===== src/rtl/pipeline_hazard_ctrl.sv =====
// Pipeline hazard controller: per-boundary run/bubble/stall/flush codes.
// Optional cycle counter built only when PIPE_HAZARD_PERF_EN is defined.
module pipeline_hazard_ctrl #(
    parameter int NSTG    = 4,
    parameter int MC_STG  = 2,
    parameter int MEM_STG = 3,
    parameter int OPW     = 6,
    parameter int MC_MAX  = 32,
    localparam int LENW   = $clog2(MC_MAX + 1),
    localparam int SW     = (NSTG > 1) ? $clog2(NSTG) : 1
) (
    input  logic              clk,
    input  logic              rst,
    input  logic              pval,
    input  logic [OPW-1:0]    opcode,
    input  logic              mc_start,
    input  logic [LENW-1:0]   mc_len,
    input  logic [NSTG-1:0]   exc,
    input  logic              mem_full,
    output logic [2*NSTG-1:0] ctr,
    output logic              exc_valid,
    output logic [SW-1:0]     exc_stg,
    output logic [OPW-1:0]    exc_op,
    output logic              mc_busy,
    output logic [31:0]       stall_cycles
);

    typedef enum logic [1:0] {RUN, MC_WAIT, FLUSH} state_t;

    state_t            state, state_n;
    logic [LENW-1:0]   cnt, cnt_n;
    logic [LENW-1:0]   len_sat;
    logic [2*NSTG-1:0] ctr_n;
    logic              ev_n;
    logic [SW-1:0]     stg_n, top;
    logic [OPW-1:0]    op_n;
    logic              mc_go;
    logic              stall_en;
    int                sp;

    assign len_sat = (mc_len > LENW'(MC_MAX)) ? LENW'(MC_MAX) : mc_len;
    assign mc_go   = (state == RUN) && mc_start && (len_sat >= LENW'(2));

    // Next state, countdown and next boundary codes by priority
    always_comb begin
        state_n  = state;
        cnt_n    = cnt;
        ctr_n    = '0;
        ev_n     = 1'b0;
        stg_n    = exc_stg;
        op_n     = exc_op;
        top      = '0;
        stall_en = 1'b0;
        sp       = 0;
        for (int i = 0; i < NSTG; i++) begin
            if (exc[i]) top = SW'(i);
        end
        case (state)
            FLUSH: begin
                for (int i = 0; i < NSTG; i++) ctr_n[2*i +: 2] = 2'b01;
                state_n = RUN;
                cnt_n   = '0;
            end
            default: begin
                if (|exc) begin
                    for (int i = 0; i < NSTG; i++) begin
                        if (i <= int'(top)) ctr_n[2*i +: 2] = 2'b11;
                    end
                    state_n = FLUSH;
                    cnt_n   = '0;
                    ev_n    = 1'b1;
                    stg_n   = top;
                    op_n    = opcode;
                end else begin
                    if (mc_go) begin
                        cnt_n   = len_sat - LENW'(1);
                        state_n = MC_WAIT;
                    end else if (state == MC_WAIT) begin
                        if (cnt <= LENW'(1)) begin
                            cnt_n   = '0;
                            state_n = RUN;
                        end else begin
                            cnt_n = cnt - LENW'(1);
                        end
                    end
                    if (mem_full) begin
                        stall_en = 1'b1;
                        sp       = MEM_STG;
                    end else if (state_n == MC_WAIT) begin
                        stall_en = 1'b1;
                        sp       = MC_STG;
                    end
                    for (int i = 0; i < NSTG; i++) begin
                        if (stall_en && i < sp)
                            ctr_n[2*i +: 2] = 2'b10;
                        else if (stall_en && i == sp)
                            ctr_n[2*i +: 2] = 2'b01;
                        else if (!stall_en && !pval && i == 1)
                            ctr_n[2*i +: 2] = 2'b01;
                    end
                end
            end
        endcase
    end

    // State, countdown and registered outputs
    always_ff @(posedge clk) begin
        if (rst) begin
            state     <= RUN;
            cnt       <= '0;
            ctr       <= '0;
            exc_valid <= 1'b0;
            exc_stg   <= '0;
            exc_op    <= '0;
            mc_busy   <= 1'b0;
        end else begin
            state     <= state_n;
            cnt       <= cnt_n;
            ctr       <= ctr_n;
            exc_valid <= ev_n;
            exc_stg   <= stg_n;
            exc_op    <= op_n;
            mc_busy   <= (state_n == MC_WAIT);
        end
    end

`ifdef PIPE_HAZARD_PERF_EN
    logic stall_now;

    // Any boundary currently held
    always_comb begin
        stall_now = 1'b0;
        for (int i = 0; i < NSTG; i++) begin
            if (ctr[2*i +: 2] == 2'b10) stall_now = 1'b1;
        end
    end

    // Saturating count of held cycles
    always_ff @(posedge clk) begin
        if (rst)
            stall_cycles <= '0;
        else if (stall_now && stall_cycles != 32'hFFFF_FFFF)
            stall_cycles <= stall_cycles + 32'd1;
    end
`else
    assign stall_cycles = '0;
`endif

endmodule


===== config.mk =====
export PLATFORM = sky130hd
export DESIGN_NAME = pipeline_hazard_ctrl
export DESIGN_NICKNAME = d
export VERILOG_FILES = /design/src/rtl/pipeline_hazard_ctrl.sv
export SDC_FILE = /design/constraint.sdc
export NUM_CORES = 1
export LEC_CHECK = 0
export BUFFER_PORTS_ARGS = -buffer_cell sky130_fd_sc_hd__buf_2
export CORE_AREA = 5 5 76 57
export DETAILED_ROUTE_END_ITERATION = 8
export DIE_AREA = 0 0 81 62
export PLACE_DENSITY = 0.84
export SYNTH_ARGS = -nofsm -noshare
export SYNTH_HDL_FRONTEND = slang
export SYNTH_SLANG_ARGS = --single-unit

===== constraint.sdc =====
create_clock -name clk -period 2.8 [get_ports clk]
set_input_delay 0.14 -clock clk [delete_from_list [all_inputs] [get_ports clk]]
set_output_delay 0.14 -clock clk [all_outputs]
set_load 0.005 [all_outputs]

# Word-level counts from Yosys, hierarchy flattened
# Index checks and enable logic that the tools add are counted.
[word_totals]
output_inout_bits = 50
elab_cells = 85
register_bits = 26
[op_classes]
n_eq_ne = 7
n_reduce_logical = 20
n_addsub = 2
n_mux = 37
n_bitwise = 1
order_cmp = 10
[op_table]
columns = ["cell", "n"]
rows = [
  ["3-bit by 32-bit == test with 1-bit output (first input constant)", 2],
  ["3-bit by 32-bit less-than comparator with 1-bit output (first input constant)", 2],
  ["32-bit two-way mux", 2],
  ["2-bit two-way mux", 18],
  ["2-bit by 32-bit == test with 1-bit output (first input constant)", 1],
  ["32-bit logical NOT", 1],
  ["1-bit by 32-bit less-than comparator with 1-bit output (first input constant)", 1],
  ["2-bit by 32-bit less-than comparator with 1-bit output (first input constant)", 1],
  ["6-bit two-way mux", 4],
  ["6-bit by 1-bit subtractor with 6-bit output (second input constant)", 2],
  ["1-bit logical AND", 11],
  ["1-bit two-way mux", 11],
  ["8-bit two-way mux", 1],
  ["7-bit two-way mux", 1],
  ["2-bit by 1-bit == test with 1-bit output (second input constant)", 3],
  ["6-bit by 2-bit >= comparator with 1-bit output (second input constant)", 1],
  ["6-bit greater-than comparator (second input constant)", 1],
  ["6-bit by 1-bit <= comparator with 1-bit output (second input constant)", 1],
  ["6-bit OR reduction", 1],
  ["2-bit <= comparator (first input constant)", 2],
  ["4-bit OR reduction", 1],
  ["2-bit == test (second input constant)", 1],
  ["1-bit by 2-bit <= comparator with 1-bit output (first input constant)", 1],
  ["1-bit logical NOT", 2],
  ["other kinds (5)", 5],
]

# Depth between registers and ports, before layout
# Gate-level depths: netlist of the first run.
[logic_depth]
word_depth = 19
ltp_mapped = 8

# Worst setup path after synthesis of the first run
# No wires, ideal clock.
[synth_timing]
path_kind = "reg-to-reg"
start = "register cnt[0]"
end = "register cnt[5]"
slack_ns = 1.005
n_path_buf = 0
t_arrival_ns = 1.726
path_stages_with_launch = 7
cell_sequence = "dfxtp_1 -> inv_1 -> ha_1 -> or2_2 -> or4_1 -> a21o_1 -> a21oi_2"
[synth_between]
elab_chain_cells = 4
[synth_lines]
columns = ["item", "line_no", "source"]
rows = [
  ["start: declaration", "31", "logic [LENW-1:0] cnt, cnt_n;"],
  ["start signal: assignment", "118", "cnt <= cnt_n;"],
  ["6-bit by 1-bit subtractor with 6-bit output or 6-bit by 1-bit <= comparator with 1-bit output (tied branches)", "83, 79", ""],
  ["6-bit two-way mux *", "79", "if (cnt <= LENW'(1)) begin"],
  ["6-bit two-way mux *", "78", "end else if (state == MC_WAIT) begin"],
  ["6-bit two-way mux *", "75", "if (mc_go) begin"],
]
# Every way passes the cells marked *; elsewhere a longest branch is shown, timed or not. The select of a mux whose other input is x is not followed.
# A chain may end at the register's enable or synchronous reset.

# Worst setup path in the final report of the first run
[layout_timing]
start = "register state[0]"
end = "register ctr[4]"
[layout_between]
elab_chain_cells = 17
[layout_lines]
columns = ["item", "line_no", "source"]
rows = [
  ["start: declaration", "30", "state_t state, state_n;"],
  ["start signal: assignment", "117", "state <= state_n;"],
  ["parallel branches: the longest is 16 deep, another holds 3-bit by 32-bit less-than comparator with 1-bit output", "n/a", ""],
  ["7-bit two-way mux *", "58", "case (state)"],
  ["end signal: assignment", "119", "ctr <= ctr_n;"],
  ["end: declaration", "20", "output logic [2*NSTG-1:0] ctr,"],
]
# Every way passes the cells marked *. The select of a mux whose other input is x is not followed.

==> metrics.txt, run 1 <==
Congestion Overflow GR=0; Total GRT Usage=13.6%; reg2reg path depth=4; gpl congestion=0.939; Worst Tran Pin Value=0.813 ns; cts bufs inserted=3; Post-synth EDFFs=0; Tot Pwr=760 uW; worst skew pair latency=0.27 ns; outcome=complete, no violations; Power Internal=565 uW; Yosys reg bits=26; Via density=4.80; Fillers=357; CP max stage cell=a21oi_1; Layout Skew=0.00264 ns; vias in the first global route=1146; Sw Pwr=195 uW; Die Y=62 um; Slew headroom=45.8%; Max Slew Vio Count=0; worst hold path type=primary input to flip-flop; Pwr Density=451 nW/um^2; largest net degree at the start of global routing=17; antenna diode count=0; post-synth design cell area=1500 sq um; endpoints failing hold=0; crit path kind=flip-flop to flip-flop; Seq/Total Area, Yosys=34.7%; Core Region=3470 sq um; Synth Warn #=0; Seq pwr share=52.4%; Routed WL=3.46 mm; TNS Setup=0 ns; Pleak=0.810 nW; FF-to-FF setup slack=0.79 ns; CTS resizes=0; Max VDD drop=0.247 mV; CTS clk-pin slew, worst paths=0.08 ns; first-iteration detailed-routing DRC count=125; Gate power share=16.5%; RSZ-0062 raised after global routing=no; total I/O pin count=71; Hold Crit Depth=3; Cell Chain, Critical Path=or3b_2 > a21oi_1 > o21ai_0 > a31oi_1; setup bufs post-CTS=0; Hold Startpoint=opcode[0]; crit-path max FO=11; Layout area overhead=12.2%; Worst R2R Start=state[0]$_SDFF_PP0_; final std cells w/o fill=274; dpl hpwl=2.80 mm; Syn Inst Count=184; R2R Path End=ctr[4]$_SDFF_PP0_; Critical Path Max Stage Delay=0.65 ns; placed cell count=270; total die area=5020 sq um; fraction of layout instances using a drive strength above 1=21.9%; Worst EP required=3.00 ns; clock buffer depth=2; clock power share=31.1%; chip width=81 um; main flop type after synthesis=dfxtp_1; hold_buf cts=0; Tcrit/Tclk final=71.8%; initial antenna violation count=0; # clock sinks=26; post-synth cell types=46; Crit. End Element=flip-flop; starting density of the core=43.3%; Final ANT Viol Nets=0; WP buf/inv=0; FP Rows=18; Worst Path Arrival=2.21 ns; switching fraction of total power=25.7%; drt drc=0; hold endpoint=exc_op[0]$_SDFFE_PP0P_; Root Driver=clkbuf_8; fmax=0.497 GHz; first-pass GRT wire length=5.29 mm; async set or reset register ratio after synthesis=0%; Final min period=2.01 ns; Setup Viol. Count Final=0; H-tree lvl count=1; Startpoint Class=flip-flop; via count=1314; DR WL/cell=12.6 um; CP delay by family, top=compound AO/OA/AOI/OAI gates; DRT Pass-1 Iters=4; max cap viols=0; Port Buf Inserts=38; CTS tree=built; mean post-synth cell area=8.16 sq um; Final nets=250
through the flow:
stage / area, sq um / setup WS (ns) / hold slack [ns] / util [%]
2_1_floorplan: 1620 / 1.01 / 0.209 / -
3_3_place_gp: 1630 / 0.753 / 0.381 / 47.0
3_5_place_dp: 1630 / 0.688 / 0.387 / 47.0
4_1_cts: 1680 / 0.808 / 0.0958 / 48.6
5_1_grt: 1680 / 0.601 / 0.102 / 48.6
6_report: 1680 / 0.789 / 0.0985 / 48.6
cells in the mapped netlist, types with 2 or more instances:
| cell | number | area (sq um) |
|---|---|---|
| buf_4 | 32 | 240 |
| dfxtp_1 | 26 | 521 |
| a21oi_1 | 17 | 85.1 |
| nand2_1 | 16 | 60.1 |
| nor2_1 | 14 | 52.6 |
| inv_1 | 8 | 30.0 |
| nor3_1 | 8 | 40.0 |
| nand2b_1 | 5 | 31.3 |
| o21ai_0 | 5 | 25.0 |
| a211oi_1 | 4 | 30.0 |
| a21o_1 | 4 | 30.0 |
| ha_1 | 4 | 50.1 |
| a221oi_1 | 2 | 17.5 |
| a31oi_1 | 2 | 12.5 |
| and3_1 | 2 | 12.5 |
| nand3_1 | 2 | 10.0 |
| nor2b_1 | 2 | 12.5 |
| or4_1 | 2 | 15.0 |
| or4b_1 | 2 | 20.0 |
state kept, by name, summed over array words and instances, names as in the netlist:
register,cells
cnt,6
ctr,8
exc_op,6
exc_stg,2
exc_valid,1
mc_busy,1
state,2
power groups by stage:
stage / logic, mW / clock network, mW / registers (mW)
2_1_floorplan: 0.0996 / 0 / 0.409
3_3_place_gp: 0.121 / 0 / 0.406
3_5_place_dp: 0.123 / 0 / 0.407
4_1_cts: 0.124 / 0.243 / 0.398
5_1_grt: 0.143 / 0.258 / 0.401
6_report: 0.125 / 0.237 / 0.398
worst min-delay path, cell delays in order:
cell and delay (ns):
buf_2 0.09, nand2_1 0.04, a21oi_1 0.05
cell usage in the layout (no fill, tap or decap), types with 2 or more instances in the layout:
| cell | Yosys | routed |
|---|---|---|
| o21ai_0 | 5 | 5 |
| a221oi_1 | 2 | 2 |
| a211oi_1 | 4 | 4 |
| a21oi_1 | 17 | 17 |
| or4b_1 | 2 | 2 |
| nor2_1 | 14 | 14 |
| a31oi_1 | 2 | 2 |
| ha_1 | 4 | 4 |
| nor2b_1 | 2 | 2 |
| clkbuf_8 | 0 | 4 |
| inv_1 | 8 | 8 |
| and3_1 | 2 | 2 |
| dfxtp_1 | 26 | 26 |
| a21o_1 | 4 | 4 |
| buf_2 | 1 | 38 |
| nand2b_1 | 5 | 5 |
| conb_1 | 1 | 32 |
| nand3_1 | 2 | 2 |
| nand2_1 | 16 | 16 |
| nor3_1 | 8 | 8 |
| or4_1 | 2 | 2 |
logic make-up (layout without fill, tap and decap cells):
family | after synthesis | after routing | synth area share (%)
AO/OA/AOI/OAI | 44 | 44 | 18.8
multiplexers | 1 | 1 | 0.667
buffers and inverters | 42 | 51 | 18.6
XOR/XNOR | 1 | 1 | 0.583
adder cells (fa/ha/maj) | 4 | 4 | 3.33
other | 1 | 32 | 0.250
AND/OR/NAND/NOR | 65 | 65 | 23.1
flip-flops | 26 | 26 | 34.7
layout make-up:
type                       count  area [sq um]  area share, %
clock buffer                   4          55.1           3.27
inverter                       8          30.0           1.78
multi-input combinational    147           818           48.6
sequential                    26           520           30.9
tap                           50          62.6           3.71
timing repair buffer          39           198           11.7
metal layers:
layer | vias up | global-route usage [%] | routed length [um]
met5 | - | 0 | 0
met4 | 0 | 4.58 | 36
met3 | 5 | 3.89 | 249
met2 | 53 | 22.0 | 1730
met1 | 598 | 17.7 | 1450
li1 | 658 | - | -
how the worst max path moves through the flow:
stage                             start                   to  slack, ns  depth (start not counted)
floorplan           cnt[0]$_SDFFE_PP0P_  cnt[5]$_SDFFE_PP0P_       1.01                          6
global placement              mc_len[5]    ctr[2]$_SDFF_PP0_       0.75                          7
detailed placement            mc_len[5]    ctr[2]$_SDFF_PP0_       0.69                          7
CTS                 state[0]$_SDFF_PP0_    ctr[4]$_SDFF_PP0_       0.81                          4
global route        state[1]$_SDFF_PP0_  cnt[1]$_SDFFE_PP0P_       0.60                          4
finish              state[0]$_SDFF_PP0_    ctr[4]$_SDFF_PP0_       0.79                          4
Note: power is estimated with default switching activity, not from simulation.
==> run 2: changes to the inputs <==
Settings changed: ABC_AREA set to 1, CORE_AREA 5 5 76 57 to 5 5 77 58, DIE_AREA 0 0 81 62 to 0 0 82 63.
Clock period 2.8 ns to 2.1 ns, I/O delays scaled along.
==> run 2 against run 1 <==
  * Wire length is 13% lower
  * Combinational power grew 58%
  * Utilization is 0.95 points lower
  * Non-clock buffer count down 1
  * Die area grew 2.9%
  * Synthesized area grew 4.1%
  * Clock power up 70%
  * Cell count up 12%
  * Setup slack lost 0.31 ns
  * Hold slack got worse by 0.039 ns
  * Global-route usage decreased by 2.1 points
==> metrics.txt, run 2 <==
Routed WL=3.02 mm; chip width=82 um; Largest regs=ctr x8, cnt x6, exc_op x6; Max VDD drop=0.349 mV; main flop type after synthesis=dfxtp_1; Max Slew Vio Count=0; synth cell count leaders=buf_4, nor2_1, dfxtp_1, nand2_1, inv_1; Fillers=389; total I/O pin count=71; total die area=5170 sq um; Final nets=281; Worst EP required=2.31 ns; antenna diode count=0; Critical Path Max Stage Delay=0.38 ns; CTS tree=built; gpl congestion=1.00; ranking of synthesized cells by area=dfxtp_1, buf_4, nor2_1, nand2_1, o21ai_0; TNS Setup=0 ns; hold_buf cts=0; CP max stage cell=dfxtp_1; clock buffer depth=2; crit-path max FO=4; starting density of the core=42.1%; top cell type by total area after synthesis=dfxtp_1; Tcrit/Tclk final=77.0%; dpl hpwl=2.52 mm; Root Driver=clkbuf_8; Yosys reg bits=26; Layout Skew=0.00376 ns; CP delay by family, top=compound AO/OA/AOI/OAI gates; crit path kind=flip-flop to flip-flop; max FFs per register=8; Layout area overhead=13.0%; fmax=0.618 GHz; CTS resizes=0; final core utilization=47.6%; initial antenna violation count=0; area share of the largest cell type after synthesis=33.3%; hold endpoint=exc_op[1]$_SDFFE_PP0P_; vias in the first global route=1099; Final ANT Viol Nets=0; mean post-synth cell area=7.30 sq um; cts bufs inserted=3; FP Rows=19; DR WL/cell=9.84 um; first-iteration detailed-routing DRC count=59; Pleak=0.901 nW; Post-synth EDFFs=0; CTS clk-pin slew, worst paths=0.09 ns; Die Y=63 um; RSZ-0062 raised after global routing=no; Core Region=3710 sq um; Worst Path Arrival=1.83 ns; R2R Path End=cnt[4]$_SDFFE_PP0P_; async set or reset register ratio after synthesis=0%; Via density=4.29; Seq/Total Area, Yosys=33.3%; worst skew pair latency=0.27 ns; Startpoint Class=flip-flop; Final min period=1.62 ns; post-synth cell types=30; Setup Viol. Count Final=0; worst hold path type=primary input to flip-flop; post-synth design cell area=1560 sq um; FF-to-FF setup slack=0.48 ns; max cap viols=0; outcome=complete, no violations; Congestion Overflow GR=0; commonest non-fill, non-tap cell in the layout=buf_2; Worst R2R Start=cnt[0]$_SDFFE_PP0P_; Synth Warn #=0; most frequent cells in the layout=buf_2, conb_1, nor2_1; Hold Crit Depth=3; Biggest register=ctr; endpoints failing hold=0; via count=1318; setup bufs post-CTS=0; Crit. End Element=flip-flop; WP buf/inv=2; Pwr Density=642 nW/um^2; Port Buf Inserts=38; # clock sinks=26; first-pass GRT wire length=4.76 mm; DRT Pass-1 Iters=4; Cell Chain, Critical Path=inv_1 > ha_1 > o21ai_0 > nor2_1 > inv_1 > nand2_1 > o21ai_0 > nand2_1 > a21oi_2; H-tree lvl count=1; top-count cell post-synth=buf_4; drt drc=0; largest net degree at the start of global routing=16; Syn Inst Count=214; Total GRT Usage=11.5%; Hold Startpoint=opcode[1]; reg2reg path depth=9; fraction of layout instances using a drive strength above 1=27.1%
-- run 2: changes by cell type after synthesis, sizes merged, moves of 3 or more --
cell,previous run,this run
nor2,15,38
or4,3,0
a211oi,4,0
a21oi,18,12
nor3,8,4
o21ai,5,21
a21o,4,0
nand2b,5,0
inv,8,24
nand3,2,8
nand2,16,33
-- run 2: kinds of logic (layout without fill, tap and decap cells) --
logic type | count (synthesis) | in the layout | synth area share (%)
and+or+nand+nor | 86 | 86 | 25.9
buffers and inverters | 57 | 67 | 21.5
AOI/OAI and AO/OA | 37 | 37 | 14.3
DFF | 26 | 26 | 33.3
adders and majority gates | 4 | 4 | 3.20
xor gates and xnor gates | 3 | 3 | 1.68
other | 1 | 32 | 0.240
-- run 2: where the power goes --
group	total [mW]	leakage (nW)	switching, mW	internal, mW
Clock	0.404	0.0357	0.149	0.255
Sequential	0.533	0.215	0.0112	0.522
Combinational	0.197	0.650	0.123	0.0742
Total	1.13	0.901	0.283	0.851
-- run 2: area by class of cell --
| type | count | area (sq um) | share of cell area (%) |
|---|---|---|---|
| inverter | 25 | 95.1 | 5.39 |
| multi-input combinational | 162 | 823 | 46.6 |
| tap | 52 | 65.1 | 3.69 |
| timing repair buffer | 38 | 190 | 10.8 |
| clock inverter | 1 | 30.0 | 1.70 |
| sequential | 26 | 520 | 29.5 |
| clock buffer | 3 | 41.3 | 2.34 |
-- run 2: worst min-delay path, delay by kind of cell --
| family | cells | cell delay (ns) |
|---|---|---|
| simple gates | 2 | 0.11 |
| buf+inv | 1 | 0.07 |
-- run 2: how the worst max path moves through the flow --
stage,start,to,slack (ns),cells after the start
after floorplan,cnt[0]$_SDFFE_PP0P_,cnt[4]$_SDFFE_PP0P_,0.69,9
after global placement,mc_len[4],cnt[3]$_SDFFE_PP0P_,0.34,14
after detailed placement,mc_len[1],cnt[3]$_SDFFE_PP0P_,0.32,14
after CTS,cnt[0]$_SDFFE_PP0P_,cnt[4]$_SDFFE_PP0P_,0.50,9
after global routing,cnt[0]$_SDFFE_PP0P_,cnt[4]$_SDFFE_PP0P_,0.25,9
final,cnt[0]$_SDFFE_PP0P_,cnt[4]$_SDFFE_PP0P_,0.48,9
-- run 2: through the flow --
| step | area [sq um] | power (mW) | cells | setup slack (ns) | hold slack, ns |
|---|---|---|---|---|---|
| finish | 1770 | 1.13 | 307 | 0.483 | 0.0591 |
| detailed placement | 1690 | 0.741 | 303 | 0.325 | 0.334 |
| global placement | 1690 | 0.738 | 303 | 0.345 | 0.328 |
| floorplan | 1680 | 0.710 | 245 | 0.689 | 0.167 |
| CTS | 1770 | 1.15 | 307 | 0.499 | 0.0501 |
| global route | 1770 | 1.20 | 307 | 0.254 | 0.0518 |
-- run 2: metal layers --
metal | wire length [um] | vias up | track usage (%)
met5 | 0 | - | 0
met4 | 20 | 0 | 2.49
met3 | 298 | 5 | 3.46
met2 | 1370 | 48 | 17.6
met1 | 1330 | 570 | 15.8
li1 | - | 695 | -
==> run 3: changes to the inputs <==
Settings changed: CORE_AREA 5 5 77 58 to 5 5 79 60, DIE_AREA 0 0 82 63 to 0 0 84 65, PLACE_DENSITY 0.84 to 0.83.
Clock period 2.1 ns to 1.4 ns, I/O delays scaled along.
==> run 3 against run 2 <==
  * The flow now finishes with violations (negative setup slack)
  * Global-route usage fell by 0.39 points
  * First-iteration DRC count rose by 93%
  * Count of clock-buffer cells in the layout stayed put
  * Via count up 10%
  * Sequential cell count unchanged
  * Power rose by 55%
  * Utilization rose by 2.6 points
  * Cell area is 14% higher
  * Clock skew barely moved
  * Combinational power increased by 78%
  * Clock power rose by 50%
  * Wire length up 17%
  * Largest power group unchanged
==> metrics.txt, run 3 (synthesized netlist as in run 2, its figures left out) <==
failing checks=negative setup slack; CTS clk-pin slew, worst paths=0.09 ns; Largest regs=ctr x8, cnt x6, exc_op x6; gr busiest metal=met2; total I/O pin count=71; Congestion Overflow GR=0; drt drc=0; setup ws final=-0.0177 ns; Via density=4.42; initial antenna violation count=0; Setup Viol. Count Final=2; commonest non-fill, non-tap cell in the layout=buf_2; outcome=finished with violations; Tcrit/Tclk final=101%; Total GRT Usage=11.1%; DR WL/cell=10.7 um; crit-path max FO=4; crit path kind=flip-flop to flip-flop; CP delay by family, top=simple AND/OR/NAND/NOR gates; worst hold path type=primary input to flip-flop; first-iteration detailed-routing DRC count=114; largest net degree at the start of global routing=16; chip width=84 um; endpoints failing hold=0; Root Driver=clkbuf_8; Crit. End Element=flip-flop; Core Region=4000 sq um; vias in the first global route=1174; fraction of layout instances using a drive strength above 1=36.9%; Critical Path Max Stage Delay=0.38 ns; Cell Chain, Critical Path=buf_4 > nor3_2 > or2_2 > nand3_1 > nand2_1 > o21ai_1 > a21oi_1; gpl congestion=0.884; Final nets=300; Max VDD drop=0.519 mV; pre-CTS setup slack=-0.286 ns; CP Launch Point=cnt[0]$_SDFFE_PP0P_; first-pass GRT wire length=5.00 mm; max FFs per register=8; dpl hpwl=2.62 mm; Startpoint Class=flip-flop; starting density of the core=39.0%; Final min period=1.42 ns; Worst EP required=1.59 ns; clock buffer depth=2; WP buf/inv=1; fmax=0.705 GHz; Max Slew Vio Count=0; most frequent cells in the layout=buf_2, conb_1, nor2_1; GR Util met2=18.2%; Biggest register=ctr; max cap viols=0; total die area=5460 sq um; Pleak=1.02 nW; cts bufs inserted=3; CP max stage cell=dfxtp_4; Worst Path Arrival=1.61 ns; antenna diode count=0; global-route track usage on met1=14.9%; Hold Startpoint=opcode[4]; Final ANT Viol Nets=0; RSZ-0062 raised after global routing=yes; GR Layer Usage met3=3.56%; Hold Worst Slack=0.0243 ns; Layout Skew=0.00400 ns; # clock sinks=26; Routed WL=3.53 mm; worst skew pair latency=0.27 ns; Die Y=65 um; DRT Pass-1 Iters=4; H-tree lvl count=1; hold_buf cts=0; Tot Pwr=1.75 mW; FF-to-FF setup slack=-0.02 ns; CTS tree=built; via count=1453; Fillers=374; FP Rows=20; Port Buf Inserts=38; Layout area overhead=28.5%; Worst R2R Start=cnt[0]$_SDFFE_PP0P_; Pwr Density=873 nW/um^2
-- run 3: cell types whose count changed in the layout (fill, tap and decap cells not counted), sizes merged --
| cell | delta |
|---|---|
| buf | +18 |
| o21bai | +1 |
| clkinv | -1 |
| inv | +1 |
-- run 3: per-stage QoR --
step	std cells	setup TNS, ns	utilization, %	instance area [sq um]
6_report	329	-0.0203	50.2	2010
5_1_grt	329	-0.260	50.2	2010
4_1_cts	325	0	47.3	1890
3_5_place_dp	321	-1.59	45.2	1810
3_3_place_gp	321	-1.00	45.2	1810
2_1_floorplan	245	0	-	1680
-- run 3: worst register-to-register path, cell delays in order, from the launching register on --
cell	delay [ns]
dfxtp_4	0.38
buf_4	0.14
nor3_2	0.32
or2_2	0.18
nand3_1	0.06
nand2_1	0.05
o21ai_1	0.06
a21oi_1	0.16
-- run 3: layout make-up --
type | instances | area (sq um) | area share (%)
clock buffers | 3 | 41.3 | 2.06
well taps | 55 | 68.8 | 3.43
flip-flops and latches | 26 | 527 | 26.2
inverters | 25 | 101 | 5.05
multi-input cells | 163 | 915 | 45.5
clock inverters | 1 | 30.0 | 1.50
repair buffers | 56 | 325 | 16.2
-- run 3: routing by layer --
metal	share of wire, %	routed length, um
met1	42	1500
met2	47	1660
met3	10	366
met4	0	0
met5	0	0
-- run 3: report_power, final --
part / internal (mW) / leakage, nW / switching, mW
combinational: 0.143 / 0.764 / 0.208
sequential: 0.781 / 0.217 / 0.0154
clock: 0.382 / 0.0357 / 0.223
-- run 3: worst paths after layout --
kind | end | cells past startpoint
setup / recovery | cnt[3]$_SDFFE_PP0P_ | 7
hold reg to reg | exc_stg[1]$_SDFFE_PP0P_ | 2
hold / removal | exc_op[4]$_SDFFE_PP0P_ | 3
setup reg to reg | cnt[3]$_SDFFE_PP0P_ | 7
-- run 3: what timing repair did --
item / in CTS / in global routing
setup endpoints to repair: 8 / 18
pin swaps: 4 / 18
buffers inserted: 0 / 3
gates resized for setup: 6 / 23
cloned: 0 / 1
